### src/rtl/pipe_seq_ctrl.sv
// Pipeline sequencing controller: load-use stalls, branch flushes and multi-cycle unit handshake.
// Optional performance counters are built only when PIPE_PERF_CNT_EN is defined.
module pipe_seq_ctrl (
  input  logic        clk,
  input  logic        rst_n,
  input  logic [4:0]  rs1_de,
  input  logic [4:0]  rs2_de,
  input  logic        rs1_used_de,
  input  logic        rs2_used_de,
  input  logic [4:0]  rd_ex,
  input  logic        DMRd_ex,
  input  logic        br_taken_ex,
  input  logic        mc_req_de,
  input  logic        mc_done,
  output logic        mc_go,
  output logic        en_pc,
  output logic        en_fd,
  output logic        clr_fd,
  output logic        clr_de,
  output logic [1:0]  state,
  output logic [31:0] stall_cycles,
  output logic [31:0] flush_count
);

  typedef enum logic [1:0] {
    RUN      = 2'd0,
    LD_STALL = 2'd1,
    MC_WAIT  = 2'd2,
    FLUSH    = 2'd3
  } state_t;

  state_t cur_state;
  state_t nxt_state;
  logic   load_use;
  logic   br_acc;

  assign load_use = DMRd_ex && (rd_ex != 5'd0) &&
                    ((rs1_used_de && (rs1_de == rd_ex)) ||
                     (rs2_used_de && (rs2_de == rd_ex)));

  always_ff @(posedge clk or negedge rst_n) begin
    if (!rst_n) cur_state <= RUN;
    else        cur_state <= nxt_state;
  end

  always_comb begin
    nxt_state = cur_state;
    mc_go     = 1'b0;
    en_pc     = 1'b1;
    en_fd     = 1'b1;
    clr_fd    = 1'b0;
    clr_de    = 1'b0;
    br_acc    = 1'b0;
    case (cur_state)
      MC_WAIT: begin
        // EX holds only bubbles here, so a branch indication cannot be genuine.
        if (mc_done) begin
          nxt_state = RUN;
        end else begin
          en_pc  = 1'b0;
          en_fd  = 1'b0;
          clr_de = 1'b1;
        end
      end
      default: begin
        // RUN, LD_STALL and FLUSH all arbitrate the same way.
        nxt_state = RUN;
        if (br_taken_ex) begin
          clr_fd    = 1'b1;
          clr_de    = 1'b1;
          br_acc    = 1'b1;
          nxt_state = FLUSH;
        end else if (load_use) begin
          en_pc     = 1'b0;
          en_fd     = 1'b0;
          clr_de    = 1'b1;
          nxt_state = LD_STALL;
        end else if (mc_req_de) begin
          mc_go     = 1'b1;
          en_pc     = 1'b0;
          en_fd     = 1'b0;
          clr_de    = 1'b1;
          nxt_state = MC_WAIT;
        end
      end
    endcase
    if (!rst_n) begin
      nxt_state = RUN;
      mc_go     = 1'b0;
      en_pc     = 1'b0;
      en_fd     = 1'b0;
      clr_fd    = 1'b1;
      clr_de    = 1'b1;
      br_acc    = 1'b0;
    end
  end

  assign state = cur_state;

`ifdef PIPE_PERF_CNT_EN
  logic [31:0] stall_cnt;
  logic [31:0] flush_cnt;

  always_ff @(posedge clk or negedge rst_n) begin
    if (!rst_n) begin
      stall_cnt <= 32'd0;
      flush_cnt <= 32'd0;
    end else begin
      if (!en_pc) stall_cnt <= stall_cnt + 32'd1;
      if (br_acc) flush_cnt <= flush_cnt + 32'd1;
    end
  end

  assign stall_cycles = stall_cnt;
  assign flush_count  = flush_cnt;
`else
  assign stall_cycles = 32'd0;
  assign flush_count  = 32'd0;
`endif

endmodule

### config.mk
export PLATFORM = sky130hd
export DESIGN_NAME = pipe_seq_ctrl
export DESIGN_NICKNAME = d
export VERILOG_FILES = /design/src/rtl/pipe_seq_ctrl.sv
export SDC_FILE = /design/constraint.sdc
export NUM_CORES = 1
export LEC_CHECK = 0
export BUFFER_PORTS_ARGS = -buffer_cell sky130_fd_sc_hd__buf_2
export CAP_MARGIN = 20
export CORE_AREA = 4 4 54 56
export CTS_BUF_LIST = sky130_fd_sc_hd__clkbuf_2
export DETAILED_ROUTE_END_ITERATION = 10
export DIE_AREA = 0 0 58 60
export GPL_ROUTABILITY_DRIVEN = 0
export PLACE_DENSITY = 0.82
export SETUP_SLACK_MARGIN = 0.02
export SLEW_MARGIN = 20
export SYNTH_ARGS = -nofsm -noshare
export SYNTH_HDL_FRONTEND = slang
export SYNTH_SLANG_ARGS = --single-unit
### constraint.sdc
create_clock -name clk -period 2.1 [get_ports clk]
set_input_delay 0 -clock clk [delete_from_list [all_inputs] [get_ports clk]]
set_output_delay 0 -clock clk [all_outputs]
set_load 0.01 [all_outputs]
==> flow_summary_export.csv <==
group,metric,value,unit
synthesis,avgSynthCellArea,7.56,um^2
synthesis,syn-cell-area,825,um^2
power,leakage,0.440,nW
final_layout,drive_gt1_frac,0.259,
power,powerDensity,339,mW/mm^2
timing,max_freq,571,MHz
final_layout,largest_register_ffs,2,
worst_setup_path,endpoint_kind,"primary output",
route,vias_per_cell,3.67,
worst_setup_path,path_class,"reg2out",
placed_design,portBuffers,29,
flow_run,drv_cap,0,
clock_network,clk_pin_slew,30,ps
route,ant_nets,0,
outcome,outcome,"finished clean",
global_routing,grt_pass1_wl,1.97,mm
final_layout,syn2layout_area_growth,-5.46,%
placed_design,dp_hpwl,1.44,mm
route,routedWlPerCell,9.60,um
final_layout,nets,164,
synthesis,yosys_warnings,0,
worst_setup_path,worstPathRequired,2100,ps
die,dieArea,0.00348,mm^2
min_path,min_path_type,"in2reg",
die,initial_utilization,0.339,
global_routing,grt_usage,0.0745,
route,firstDrtPassIters,3,
worst_setup_path,cp.arrival,1750,ps
final_layout,diodes,0,
timing,hold_ws,136,ps
synthesis,ys_seq_area_frac,0.0607,
global_routing,grt_max_degree,11,
global_routing,grt_pass1_vias,498,
power,power,0.264,mW
timing,hold_violations,0,
worst_setup_path,crit_fanout,9,
clock_network,cts_setup_buffers,0,
timing,finalSetupViolations,0,
timing,post-route-min-period,1750,ps
clock_network,numCtsBuffers,3,
clock_network,clockBufferDepth,2,
route,routed_wl,1.62,mm
final_layout,fillers,269,
die,die_h,60,um
die,core_area,0.00243,mm^2
synthesis,synth_cell_types,24,
timing,rsz0062_at_grt,"no",
global_routing,antenna_found_initial,0,
clock_network,root_buffer,"clkbuf_2",
route,drt_iter0_markers,8,
worst_setup_path,crit_path_start_kind,"flip-flop",
die,row_count,18,
clock_network,cts_sinks,2,
synthesis,synth.ff_latch_count,2,
route,vias,621,
timing,setup_tns,0,ps
timing,period_share,0.835,
clock_network,cts_tree,"done",
die,pin_count,94,
timing,slew_viol_final,0,
final_layout,final_cell_area,779,um^2
clock_network,clock_latency,190,ps
placed_design,placed_cell_area,752,um^2
timing,fin_skew,0.125,ps
clock_network,htreeDepth,1,
power,vdd_drop_max,141,uV
global_routing,globalRouteOverflowTotal,0,
die,die_w,58,um
synthesis,syn_inst,109,
route,drc_errors,0,
-- cell usage in the layout, fill, tap and decap left out --
cell type / count
mux2_2: 1
xnor2_1: 10
conb_1: 64
nand2_1: 6
nand2b_1: 2
o311ai_0: 1
o22ai_1: 1
o22a_1: 1
nand4_1: 2
buf_2: 29
o31ai_1: 1
dfrtp_1: 2
clkbuf_2: 3
nor3_1: 2
a21oi_1: 2
a2111oi_2: 1
nand3_1: 2
a22oi_1: 1
nor2b_2: 1
nor2_1: 1
a32o_1: 1
or4_4: 1
dlygate4sd3_1: 1
o21a_1: 1
o21ai_0: 2
-- Yosys cell counts, drive strengths merged --
cell type   n  area [um^2]
a2111oi     1         15.0
a21oi       2         10.0
a22oi       1         7.51
a32o        1         10.0
buf        65          488
clkbuf      1         3.75
conb        1         3.75
dfrtp       2         50.1
mux2        1         11.3
nand2       6         22.5
nand2b      2         12.5
nand3       2         10.0
nand4       2         12.5
nor2        1         3.75
nor2b       1         6.26
nor3        2         10.0
o21a        1         7.51
o21ai       2         10.0
o22a        1         8.76
o22ai       1         6.26
o311ai      1         8.76
o31ai       1         7.51
or4         1         11.3
xnor2      10         87.6
-- critical path, stage by stage (launching register included) --
cell	delay (ps)
dfrtp_1	380
nor2b_2	340
mux2_2	380
a22oi_1	180
o31ai_1	120
buf_2	160
-- report_power, final --
group / switching [mW] / leakage, nW / internal [mW] / total (mW)
Sequential: 0.00208 / 0.0256 / 0.0419 / 0.0440
Clock: 0.0224 / 0.0125 / 0.0379 / 0.0604
Combinational: 0.108 / 0.402 / 0.0524 / 0.160
-- area by class of cell --
cell class                      instances  area, um^2  share of cell area
Sequential cell                         2        50.0              0.0642
Timing Repair Buffer                   30         155               0.199
Clock buffer                            3        15.0              0.0193
Tap cell                               30        37.5              0.0482
Multi-Input combinational cell        104         522               0.669
-- through the flow --
stage	util	std cells	setup slack [ps]
after floorplan	-	172	467
after global placement	0.309	165	442
after detailed placement	0.309	165	365
after CTS	0.319	169	139
after global routing	0.320	169	201
final	0.320	169	347
-- final timing paths --
check / from / to / slack [ps] / cells after the start
setup reg to reg: state[0]$_DFFE_PN0P_ / state[1]$_DFFE_PN0P_ / 960 / 4
setup / recovery: state[0]$_DFFE_PN0P_ / en_fd / 350 / 5
max in group asynchronous: rst_n / state[0]$_DFFE_PN0P_ / 1730 / 2
hold / removal: br_taken_ex / state[0]$_DFFE_PN0P_ / 140 / 3
min in group asynchronous: rst_n / state[1]$_DFFE_PN0P_ / 210 / 2
hold reg to reg: state[1]$_DFFE_PN0P_ / state[0]$_DFFE_PN0P_ / 660 / 3
-- cells by family (layout without fill, tap and decap cells) --
kind of cell	count (synthesis)	count (layout)	synth area share
flops	2	2	0.0607
simple gates	17	17	0.108
other cells	1	64	0.00455
compound gates	12	12	0.111
buf+inv	66	33	0.596
xor+xnor	10	10	0.106
mux	1	1	0.0137
-- routing by layer --
metal,GRT usage,wire length [um],part of all wire,vias up
met5,0,0,0,-
met1,0.0627,431,0.27,277
met4,0.0298,0,0,0
met2,0.153,912,0.56,54
li1,-,-,-,290
met3,0.0281,278,0.17,0
-- timing repair --
| item | CTS | global route |
|---|---|---|
| gates resized for setup | 0 | 1 |
| hold endpoints to repair | 2 | 0 |
| hold buffers | 1 | 0 |
| setup endpoints to repair | 0 | 2 |
(Power assumes the default switching activity.)
